**src/rtl/hazard_pkg.sv**
```systemverilog
// Shared constants and the mul/div timer state encoding for the hazard controller.
package hazard_pkg;

  typedef enum logic {
    ST_IDLE    = 1'b0,
    ST_MD_BUSY = 1'b1
  } md_state_e;

  localparam int         MD_LATENCY_DEF = 32;
  localparam int         STALL_CNT_W    = 16;
  localparam logic [4:0] REG_ZERO       = 5'd0;

endpackage

```
**src/rtl/muldiv_timer.sv**
```systemverilog
// Occupancy timer for the multi-cycle multiply/divide unit.
// An op seen in EX loads the countdown; the unit reports busy until the
// countdown reaches zero, and that final busy cycle is flagged as done.
module muldiv_timer
  import hazard_pkg::*;
#(
  parameter int MD_LATENCY = MD_LATENCY_DEF,
  parameter int CNT_W      = 6
) (
  input  logic clk,
  input  logic rst,
  input  logic muldiv_i,
  output logic busy_o,
  output logic done_o
);

  md_state_e        state_q, state_d;
  logic [CNT_W-1:0] cnt_q, cnt_d;

  // State and countdown registers; reset aborts any in-flight op.
  always_ff @(posedge clk or posedge rst) begin
    if (rst) begin
      state_q <= ST_IDLE;
      cnt_q   <= '0;
    end else begin
      state_q <= state_d;
      cnt_q   <= cnt_d;
    end
  end

  // Next state: a new op is only accepted from idle, since the stall logic
  // keeps a second op out of EX while the unit is occupied.
  always_comb begin
    state_d = state_q;
    cnt_d   = cnt_q;
    case (state_q)
      ST_IDLE: begin
        if (muldiv_i) begin
          cnt_d   = CNT_W'(MD_LATENCY - 1);
          state_d = ST_MD_BUSY;
        end
      end
      ST_MD_BUSY: begin
        if (cnt_q == '0) begin
          state_d = ST_IDLE;
        end else begin
          cnt_d = cnt_q - 1'b1;
        end
      end
      default: state_d = ST_IDLE;
    endcase
  end

  // Status flags derive purely from the registered state.
  always_comb begin
    busy_o = (state_q == ST_MD_BUSY);
    done_o = busy_o && (cnt_q == '0);
  end

endmodule

```
**src/rtl/hazard_controller.sv**
```systemverilog
// Pipeline hazard and stall sequencer: combines load-use and HI/LO hazards,
// lets a taken branch override any stall by flushing the front end, and
// counts stalled cycles with a saturating counter.
module hazard_controller
  import hazard_pkg::*;
#(
  parameter int MD_LATENCY = MD_LATENCY_DEF,
  parameter int CNT_W      = 6
) (
  input  logic                   clk,
  input  logic                   rst,
  input  logic                   ID_EX_MemRead,
  input  logic [4:0]             ID_EX_RegRt,
  input  logic                   ID_EX_MulDiv,
  input  logic [4:0]             IF_ID_RegRs,
  input  logic [4:0]             IF_ID_RegRt,
  input  logic                   IF_ID_HiLoUse,
  input  logic                   EX_Branch_Taken,
  output logic                   PC_Write,
  output logic                   IF_ID_Write,
  output logic                   IF_ID_Flush,
  output logic                   ID_EX_Flush,
  output logic                   MD_Busy,
  output logic                   MD_Done,
  output logic [STALL_CNT_W-1:0] Stall_Count
);

  logic                   load_use;
  logic                   hilo_use;
  logic                   stall;
  logic [STALL_CNT_W-1:0] stall_cnt_q, stall_cnt_d;

  muldiv_timer #(
    .MD_LATENCY (MD_LATENCY),
    .CNT_W      (CNT_W)
  ) u_muldiv_timer (
    .clk      (clk),
    .rst      (rst),
    .muldiv_i (ID_EX_MulDiv),
    .busy_o   (MD_Busy),
    .done_o   (MD_Done)
  );

  // Hazard detection; register zero never creates a dependence.
  always_comb begin
    load_use = ID_EX_MemRead && (ID_EX_RegRt != REG_ZERO) &&
               ((ID_EX_RegRt == IF_ID_RegRs) || (ID_EX_RegRt == IF_ID_RegRt));
    hilo_use = IF_ID_HiLoUse && (MD_Busy || ID_EX_MulDiv);
    stall    = (load_use || hilo_use) && !EX_Branch_Taken;
  end

  // Pipeline control in priority order: reset, taken branch, stall, run.
  always_comb begin
    PC_Write    = 1'b1;
    IF_ID_Write = 1'b1;
    IF_ID_Flush = 1'b0;
    ID_EX_Flush = 1'b0;
    if (rst) begin
      PC_Write    = 1'b0;
      IF_ID_Write = 1'b0;
      IF_ID_Flush = 1'b1;
      ID_EX_Flush = 1'b1;
    end else if (EX_Branch_Taken) begin
      IF_ID_Flush = 1'b1;
      ID_EX_Flush = 1'b1;
    end else if (stall) begin
      PC_Write    = 1'b0;
      IF_ID_Write = 1'b0;
      ID_EX_Flush = 1'b1;
    end
  end

  // Stall counter next value: count frozen-PC cycles, hold at all-ones.
  always_comb begin
    stall_cnt_d = stall_cnt_q;
    if (!PC_Write && (stall_cnt_q != '1)) begin
      stall_cnt_d = stall_cnt_q + 1'b1;
    end
  end

  // Stall counter register.
  always_ff @(posedge clk or posedge rst) begin
    if (rst) begin
      stall_cnt_q <= '0;
    end else begin
      stall_cnt_q <= stall_cnt_d;
    end
  end

  assign Stall_Count = stall_cnt_q;

endmodule

```
**config.mk**
```make
export PLATFORM = sky130hd
export DESIGN_NAME = hazard_controller
export DESIGN_NICKNAME = d
export VERILOG_FILES = /design/src/rtl/hazard_pkg.sv /design/src/rtl/muldiv_timer.sv /design/src/rtl/hazard_controller.sv
export SDC_FILE = /design/constraint.sdc
export NUM_CORES = 1
export LEC_CHECK = 0
export CORE_UTILIZATION = 46
export DETAILED_ROUTE_END_ITERATION = 7
export PLACE_DENSITY = 0.87
export SKIP_CTS_REPAIR_TIMING = 1
export SYNTH_ARGS = -nofsm -noshare
export SYNTH_HDL_FRONTEND = slang
export SYNTH_HIERARCHICAL = 1
export SYNTH_SLANG_ARGS = --single-unit
```
**constraint.sdc**
```tcl
create_clock -name clk -period 2.35 [get_ports clk]
set_input_delay 0.47 -clock clk [delete_from_list [all_inputs] [get_ports clk]]
set_output_delay 0.47 -clock clk [all_outputs]
set_load 0.03 [all_outputs]
```
== Yosys cells after proc, flatten, opt, wreduce, memory -nomap -nowiden ==
Index checks and enable logic that the tools add are counted.

* Add/sub/neg operators: 2
* Equal/unequal tests: 5
* Muxes and demuxes: 14
* Bitwise logic cells: 1
* Reductions and logical operators: 14

{| class="wikitable"
|+ Operators by type and width
! operator !! count
|-
| adder 16 x 1 -> 16 bit (second input constant) || 1
|-
| inequality test 16 bit (second input constant) || 1
|-
| 2-to-1 mux 6 bit || 2
|-
| one-hot mux 6 bit (2 select lines) || 1
|-
| equality test 5 bit || 2
|-
| 2-to-1 mux 1 bit || 10
|-
| logical AND 1 bit || 6
|-
| zero test 6 bit || 1
|-
| subtractor 6 x 1 -> 6 bit (second input constant) || 1
|-
| nonzero test 5 bit || 1
|-
| inequality test 2 bit (second input constant) || 2
|-
| logical OR 1 bit || 3
|-
| zero test 1 bit || 2
|-
| one-hot mux 1 bit (2 select lines) || 1
|-
| AND reduction 2 bit || 1
|-
| NOT 1 bit || 1
|}

* Bits in registers: 23
* Bits of input ports: 21

== Logic depth before layout (Yosys ltp) ==
Gate-level depths: netlist of the first run.

* Depth in word-level cells: 10
* Gate-level depth with buffers: 8
* Mapped depth without buffers: 7

== Hierarchy ==
Netlist of the first run, hierarchy kept.

{| class="wikitable"
|+ By module, submodules not included
! module !! instances !! cells an instance !! area each (µm²) !! sequential area each (µm²)
|-
| hazard_controller || 1 || 105 || 998.5 || 400.4
|-
| muldiv_timer || 1 || 38 || 384.1 || 175.2
|}

== Worst setup path before layout of the first run ==
OpenSTA, ideal clock, no wires.

* Path kind: input-to-output
* Start: input ID_EX_RegRt[1]
* End: output PC_Write
* Arrival: 1.859 ns
* Slack: 0.021 ns
* Cell stages on the path: 7
* Buffers on the path: 2
* Cell sequence: or4_1 > o21ai_1 > nor2_1 > a211o_1 > buf_6 > inv_8 > buf_4

* Longest elaborated chain between the ends: 8
* Elaborated cells on any way between the ends: 11

{| class="wikitable"
|+ RTL lines
! what !! RTL line !! text
|-
| start, declared || hazard_controller.sv:13 || <nowiki>input logic [4:0] ID_EX_RegRt,</nowiki>
|-
| equality test 5 bit / nonzero test 5 bit (equally long branches) || hazard_controller.sv:47, hazard_controller.sv:46 ||
|-
| logical OR 1 bit / logical AND 1 bit (equally long branches) || hazard_controller.sv:47, hazard_controller.sv:46 ||
|-
| logical AND 1 bit (*) || hazard_controller.sv:46 || <nowiki>load_use = ID_EX_MemRead && (ID_EX_RegRt != REG_ZERO) &&</nowiki>
|-
| logical OR 1 bit (*) || hazard_controller.sv:49 || <nowiki>stall = (load_use || hilo_use) && !EX_Branch_Taken;</nowiki>
|-
| logical AND 1 bit (*) || hazard_controller.sv:49 ||
|-
| 2-to-1 mux 1 bit (*) (3 in a row) || n/a ||
|-
| end, declared || hazard_controller.sv:19 || <nowiki>output logic PC_Write,</nowiki>
|}

Every way passes the cells marked *; elsewhere a longest branch is shown, timed or not.

== Final worst setup path of the first run ==
* Start: input ID_EX_RegRt[3]
* End: output PC_Write

* Longest elaborated chain between the ends: 8
* Elaborated cells on any way between the ends: 11

{| class="wikitable"
|+ RTL lines
! what !! RTL line !! text
|-
| equality test 5 bit / nonzero test 5 bit (equally long branches) || hazard_controller.sv:47, hazard_controller.sv:46 ||
|-
| logical OR 1 bit / logical AND 1 bit (equally long branches) || hazard_controller.sv:47, hazard_controller.sv:46 ||
|-
| logical AND 1 bit (*) || hazard_controller.sv:46 ||
|-
| logical OR 1 bit (*) || hazard_controller.sv:49 ||
|-
| logical AND 1 bit (*) || hazard_controller.sv:49 ||
|-
| 2-to-1 mux 1 bit (*) || hazard_controller.sv:66 || <nowiki>end else if (stall) begin</nowiki>
|-
| 2-to-1 mux 1 bit (*) || hazard_controller.sv:63 || <nowiki>end else if (EX_Branch_Taken) begin</nowiki>
|-
| 2-to-1 mux 1 bit (*) || hazard_controller.sv:58 || <nowiki>if (rst) begin</nowiki>
|}

Marked as above.

==> impl_metrics.ini, run 1 <==
[status]
status = finished with violations
violations = DRC

[clocking]
path_clk_slew_ps = 130
numCtsBuffers = 3
cts_root_buffer = clkbuf_4
cts_tree = built
clock_latency_ps = 310
cts.htree.levels = 1
clock-sinks = 23
ctsLongestPathBuffers = 2

[placement]
place.gp.congestion = 0.805
pre_cts_slack_ps = -530
port_buffers = 42
dp_hpwl_um = 2560
place_area_sq_mm = 0.00190

[global_route]
grt_pass1_wl_um = 5860
antenna_found_initial = 0
grt_pass1_vias = 1358
grt_overflow_total = 0
gr-usage-all-layers_pct = 23.1
grt_max_degree = 17

[synthesis]
yosys.area_share.adder_pct = 2.71
synth_top_cells_by_count = dfrtp_1, nand2_1, xnor2_1
synth_xor_area_share_pct = 14.6
syn-num-nets = 167
syn_inst = 143
syn_area_sq_mm = 0.00138
synth_top_area_share_pct = 41.6
synth-simple-area-share_pct = 28.7
synth-edff-count = 0
async_flop_share_pct = 100
synth_area_per_cell_sq_um = 9.67
synth_compound_area_share_pct = 6.97
synthTopCellsByArea = dfrtp_1, xnor2_1, xor2_1, nand2_1, nand3_1
synth_mux_area_share_pct = 1.09
yosysSeqAreaShare_pct = 41.6
ys.flop_type = dfrtp_1
synth_top_family_by_area = simple AND/OR/NAND/NOR gates
yosys_warnings = 6
synth.distinct_cells = 38
ys_seq_elements = 23
synth_most_common_cell = dfrtp_1
synth_area_leader_cell = dfrtp_1

[power]
p_per_area_mw_per_mm2 = 955
p_leak_nw = 0.952
p_total_mw = 1.93
ir_drop_uv = 674

[critical_path]
worstSetupStartpoint = ID_EX_RegRt[3]
cp.arrival_ps = 1880
r2r_cells = 7
critical_path.slowest_cell = or4_4
slowest_delay_ps = 540
crit_required_ps = 1880
crit-reg2reg-launch = Stall_Count[0]
crit_path_frequent_cell = buf_6
critical_path.max_fanout = 4
crit_buf_inv = 3
crit_cells = 7
r2r-end = Stall_Count[1]
worstSetupPathType = primary input to output port
cp_cell_sequence = buf_6, or4_4, o21ai_4, nor2_2, a211o_4, inv_8, buf_6
crit_family = simple AND/OR/NAND/NOR gates
crit_end = PC_Write
cp-end-kind = output port
r2r_setup_slack_ps = 380
critPathLaunchType = primary input

[detailed_routing]
first_pass_iters = 6
drtAntennaViolNets = 0
route.detailed.drc = 2
vias = 1296
drt-total-wl_um = 3360
initialDrtViolationCount = 37
routed_via_density = 5.61
routedWlPerCell_um = 14.5

[finish]
final_layout_size_suffix_gt1_share_pct = 18.0
area_growth_pct = 46.2
antennaDiodeCount = 0
finish.utilization_pct = 72.0
nets = 225
final_cell_area_sq_mm = 0.00202
nFillCells = 200

[floorplanning]
die_y_um = 56.8
die-area_sq_mm = 0.00323
num_rows = 19
initial_core_util_pct = 49.3
core_region_area_sq_mm = 0.00281
die_x_um = 56.8
pin_count = 43

[timing]
layout_min_cycle_time_ps = 2350
timing.final.ws_setup_ps = 2.24
setup-violations-final = 0
rsz0062_at_grt = yes
period_share_pct = 99.9
setup_tns_ps = 0
finalHoldViolCount = 0
tightest_slew_ps = 625
final_max_slew_viol_count = 0
fin_skew_ps = 9.01
max-slew-margin-rel_pct = 58.3
max_freq_ghz = 0.426

[hold_path]
hp-class = flip-flop to flip-flop

[job]
drv_cap = 0
==> layer usage <==
layer | GRT usage (%) | wire, um
met5 | 0 | 0
met4 | 5.23 | 40
met3 | 3.69 | 129
met2 | 42.5 | 1830
met1 | 28.3 | 1360
==> cell type report <==
type | count | area, sq um | area share [%]
multi-input cells | 109 | 796 | 39.4
flip-flops and latches | 23 | 576 | 28.5
repair buffers | 55 | 542 | 26.8
inverters | 9 | 41.3 | 2.04
well taps | 31 | 38.8 | 1.92
clock buffers | 3 | 22.5 | 1.11
clock inverters | 1 | 5.00 | 0.248
==> how the worst min path moves through the flow <==
stage,from,end,cells after the start,slack (ps)
6_report,Stall_Count[11],Stall_Count[11],1,500
5_1_grt,Stall_Count[11],Stall_Count[11],1,520
4_1_cts,Stall_Count[11],Stall_Count[11],1,510
3_5_place_dp,Stall_Count[7],Stall_Count[7],1,490
3_3_place_gp,Stall_Count[7],Stall_Count[7],1,480
2_1_floorplan,rst,u_muldiv_timer/busy_o,1,270
==> stage by stage <==
stage | instances | hold WS (ps)
after global placement | 225 | 480
after CTS | 229 | 511
after floorplan | 143 | 273
after detailed placement | 225 | 490
final | 231 | 503
after global routing | 231 | 524
==> cells by family (layout without fill, tap and decap cells) <==
kind of cell    Yosys count  in the layout
compound gates           14             14
xor+xnor                 23             23
fa+ha+maj                 3              3
buf+inv                  11             68
flops                    23             23
mux                       1              1
simple gates             68             68
==> sequential cells by signal, indices dropped and copies added, names as in the netlist <==
signal / count
u_muldiv_timer/busy_o: 1
Stall_Count: 16
u_muldiv_timer/cnt_q: 6
==> layout by cell type, fill, tap and decap left out, types with 5 or more instances in the layout <==
cell	n
nand4_1	5
clkdlybuf4s50_1	23
xnor2_1	13
nor2_1	7
buf_4	14
nand2_1	14
xor2_1	10
dfrtp_1	23
dlymetal6s2s_1	13
inv_1	8
nand3_1	10
==> report_power, final <==
group / internal, mW / total, mW / switching [mW]
registers: 0.550 / 0.746 / 0.196
clock network: 0.0636 / 0.185 / 0.121
logic: 0.484 / 0.998 / 0.515
total: 1.10 / 1.93 / 0.831
Note: power is estimated with default switching activity, not from simulation.
==> run 2, diff against run 1 <==
CORE_MARGIN = 5   (was default)
CORE_UTILIZATION = 42   (was 46)
PLACE_DENSITY = 0.84   (was 0.87)
clock period = 1.9 ns   (was 2.35 ns; I/O delays follow)
==> impl_metrics.ini, run 2 (synthesis results as in run 1) <==
[detailed_routing]
routedWlPerCell_um = 18.5
drt-total-wl_um = 4910
route.detailed.drc = 2
routed_via_density = 5.70
drtAntennaViolNets = 0
wirelength_met1_um = 1790
vias = 1510
dr.max_layer_used = met4
first_pass_iters = 6
dr_wl_met2_um = 2580
initialDrtViolationCount = 159
wl_met3_um = 308

[finish]
final_common_cell = buf_4
finish.utilization_pct = 77.9
multiInputGateArea_sq_um = 938
largest_reg_flops = 16
area_growth_pct = 74.8
seq_area_sq_um = 578
nFillCells = 206
nets = 246
final_layout_size_suffix_gt1_share_pct = 35.3
final_cell_area_sq_mm = 0.00242
fin_cells = 265
antennaDiodeCount = 0
final_cell_mix = buf_4, dlymetal6s2s_1, dfrtp_1, nand2_1, clkdlybuf4s50_1

[critical_path]
critPathLaunchType = primary input
critical_path.max_fanout = 3
cp.arrival_ps = 1780
cp_cell_sequence = buf_6, or4_4, o21ai_4, nor2_2, a211o_4, inv_12, buf_8
slowest_delay_ps = 530
worstSetupPathType = primary input to output port
crit_required_ps = 1520
cp-end-kind = output port
critical_path.slowest_cell = or4_4

[global_route]
antenna_found_initial = 0
gr-usage-all-layers_pct = 17.5
grt_pass1_wl_um = 6060
grt_max_degree = 17
grt_overflow_total = 0
grt_pass1_vias = 1405

[floorplanning]
core_region_area_sq_mm = 0.00310
die-area_sq_mm = 0.00454
num_rows = 20
pin_count = 43
die_y_um = 67.4
initial_core_util_pct = 44.6
die_x_um = 67.4

[timing]
layout_min_cycle_time_ps = 2160
final_max_slew_viol_count = 0
setup_tns_ps = -1920
tightest_slew_ps = 448
max-slew-margin-rel_pct = 69.7
hold_ws_ps = 467
finalHoldViolCount = 0
period_share_pct = 113
max_freq_ghz = 0.464
timing.final.ws_setup_ps = -256
setup-violations-final = 14
rsz0062_at_grt = yes
fin_skew_ps = 19.4

[power]
p_sw_share_pct = 44.4
power_frac_seq_pct = 33.0
p_int_mw = 1.57
p_per_area_mw_per_mm2 = 1170
p_total_mw = 2.82
clkPwrFrac_pct = 8.6
ir_drop_uv = 651
p_leak_nw = 1.19
comb_power_share_pct = 58.4
power.switching_mw = 1.25

[clocking]
numCtsBuffers = 3
cts.htree.levels = 1
cts_root_buffer = clkbuf_4
clock-sinks = 23
path_clk_slew_ps = 120
cts_tree = built
ctsLongestPathBuffers = 2
clock_latency_ps = 330

[placement]
place.gp.congestion = 0.846
place_area_sq_mm = 0.00199
dp_hpwl_um = 2850
port_buffers = 42
dp_cells = 244
pre_cts_slack_ps = -783

[hold_path]
hp-class = primary input to async pin

[job]
drv_cap = 0

[status]
violations = DRC, setup timing
status = finished with violations
run 2: critical path, delay by kind of cell:
kind / cells / cell delay, ps
buf+inv: 3 / 280
simple gates: 2 / 590
compound gates: 2 / 520
run 2: power groups by stage:
stage | Clock, mW | Sequential, mW | Combinational [mW]
floorplan | 0 | 1.13 | 0.541
global placement | 0 | 0.889 | 1.25
detailed placement | 0 | 0.911 | 1.31
CTS | 0.240 | 0.903 | 1.32
global route | 0.256 | 0.955 | 1.74
finish | 0.242 | 0.931 | 1.65
run 2: area by class of cell:
class,count,area share (%)
multi-input cells,109,38.8
repair buffers,76,32.0
flip-flops and latches,23,23.9
well taps,44,2.28
inverters,9,1.92
clock buffers,4,1.09
run 2: final timing paths:
kind | startpoint | slack [ps] | cells past startpoint | endpoint
worst min register to register | Stall_Count[11] | 510 | 1 | Stall_Count[11]
worst min-delay path | rst | 470 | 3 | u_muldiv_timer/busy_o
min in group clk | Stall_Count[11] | 510 | 1 | Stall_Count[11]
worst max register to register | Stall_Count[1] | -80 | 7 | Stall_Count[1]
worst max-delay path | ID_EX_RegRt[3] | -260 | 7 | IF_ID_Write
max in group asynchronous | rst | 1160 | 4 | Stall_Count[11]
run 2: per-layer routing:
layer	up-vias	track usage [%]
met4	0	10.1
met5	-	0
met2	97	30.6
li1	663	-
met1	728	19.7
met3	22	3.33
==> run 3, diff against run 2 <==
CAP_MARGIN = 20   (was default)
CORE_UTILIZATION = 24   (was 42)
PLACE_DENSITY = 0.56   (was 0.84)
==> impl_metrics.ini, run 3 (synthesis results as in run 1) <==
[status]
status = finished with violations
violations = setup timing

[critical_path]
worstSetupPathType = primary input to output port
r2r_setup_slack_ps = 60
crit_required_ps = 1520
critPathLaunchType = primary input
r2r-end = Stall_Count[1]
critical_path.max_fanout = 5
cp-end-kind = output port
cp_cell_sequence = buf_6, or4_4, o21ai_4, nor2_2, a211o_4, inv_12, buf_8
cp.arrival_ps = 1780
crit-reg2reg-launch = Stall_Count[0]
r2r_cells = 7
worstSetupStartpoint = ID_EX_RegRt[3]
critical_path.slowest_cell = or4_4
slowest_delay_ps = 540

[timing]
tightest_slew_ps = 420
hold_ws_ps = 498
setup-violations-final = 12
layout_min_cycle_time_ps = 2160
rsz0062_at_grt = yes
period_share_pct = 114
max_freq_ghz = 0.463
max-slew-margin-rel_pct = 71.9
final_max_slew_viol_count = 0
finalHoldViolCount = 0
timing.final.ws_setup_ps = -261
fin_skew_ps = 10.2

[detailed_routing]
routedWlPerCell_um = 12.3
routed_via_density = 4.56
first_pass_iters = 4
drt-total-wl_um = 3480
route.detailed.drc = 0
vias = 1290
drtAntennaViolNets = 0
initialDrtViolationCount = 39

[floorplanning]
die_x_um = 85.9
pin_count = 43
die-area_sq_mm = 0.00738
initial_core_util_pct = 25.0
num_rows = 27
die_y_um = 85.9
core_region_area_sq_mm = 0.00554

[clocking]
numCtsBuffers = 3
ctsLongestPathBuffers = 2
cts.htree.levels = 1
cts_root_buffer = clkbuf_8
clock_latency_ps = 260
cts_tree = built
path_clk_slew_ps = 80
clock-sinks = 23

[power]
p_per_area_mw_per_mm2 = 1110
p_leak_nw = 1.07
p_total_mw = 2.60
ir_drop_uv = 394

[global_route]
gr-usage-all-layers_pct = 8.50
grt_pass1_wl_um = 5180
grt_overflow_total = 0
antenna_found_initial = 0
grt_max_degree = 17
grt_pass1_vias = 1198

[placement]
port_buffers = 42
dp_hpwl_um = 2680
dp_cells = 274
place.gp.congestion = 0.811

[finish]
multiInputGateArea_sq_um = 928
final_common_cell = buf_4
antennaDiodeCount = 0
largest_reg_flops = 16
final_cell_mix = buf_4, dfrtp_1, clkdlybuf4s50_1, nand2_1, dlymetal6s2s_1
nFillCells = 552
nets = 236
seq_area_sq_um = 578
area_growth_pct = 68.7
final_layout_size_suffix_gt1_share_pct = 33.6
fin_cells = 283

[hold_path]
hold_end = Stall_Count[11]
hp-class = flip-flop to flip-flop
hp-start = Stall_Count[11]
hold_depth = 1

[job]
drv_cap = 0
run 3: cell count changes in the layout (fill, tap and decap cells not counted), moves of 2 or more:
cell	before	now
buf_4	30	23
clkbuf_4	3	0
nor3_2	0	3
clkbuf_8	0	3
nor3_4	4	2
clkdlybuf4s50_1	12	21
dlymetal6s2s_1	22	12
run 3: critical path: cells and delay by family:
kind                   cells  cell delay (ps)
buffers and inverters      3              280
AND/OR/NAND/NOR            2              600
AO/OA/AOI/OAI              2              510
run 3: where the power goes:
group          switching (mW)  internal, mW  total, mW
Combinational           0.699         0.698       1.40
Sequential              0.216         0.686      0.902
Clock                   0.155         0.146      0.301
Total                    1.07          1.53       2.60
run 3: layout make-up:
class	instances	area share (%)
multi-input cells	109	39.8
clock inverters	1	0.215
repair buffers	66	27.6
clock buffers	3	1.77
flip-flops and latches	23	24.8
well taps	72	3.86
inverters	9	1.98
run 3: worst max path at each step:
stage | cells past startpoint | end | slack, ps
after floorplan | 7 | PC_Write | -190
after global placement | 6 | ID_EX_Flush | -770
after detailed placement | 6 | ID_EX_Flush | -780
after CTS | 6 | ID_EX_Flush | -780
after global routing | 7 | PC_Write | -300
final | 7 | PC_Write | -260
run 3: layer usage:
layer  global-route usage, %  part of all wire, %
met1                    10.0                   42
met4                    2.16                 0.89
met2                    15.3                   51
met5                       0                    0
met3                    2.11                  6.5
run 3: per-stage QoR:
step / TNS (ps) / util, % / setup WS, ps / cell area [sq um]
global placement: -11560 / 37.0 / -772 / 2050
floorplan: -590 / - / -191 / 1420
CTS: -7420 / 37.9 / -780 / 2100
detailed placement: -11700 / 37.0 / -782 / 2050
finish: -904 / 42.1 / -261 / 2330
global route: -1630 / 42.1 / -296 / 2330
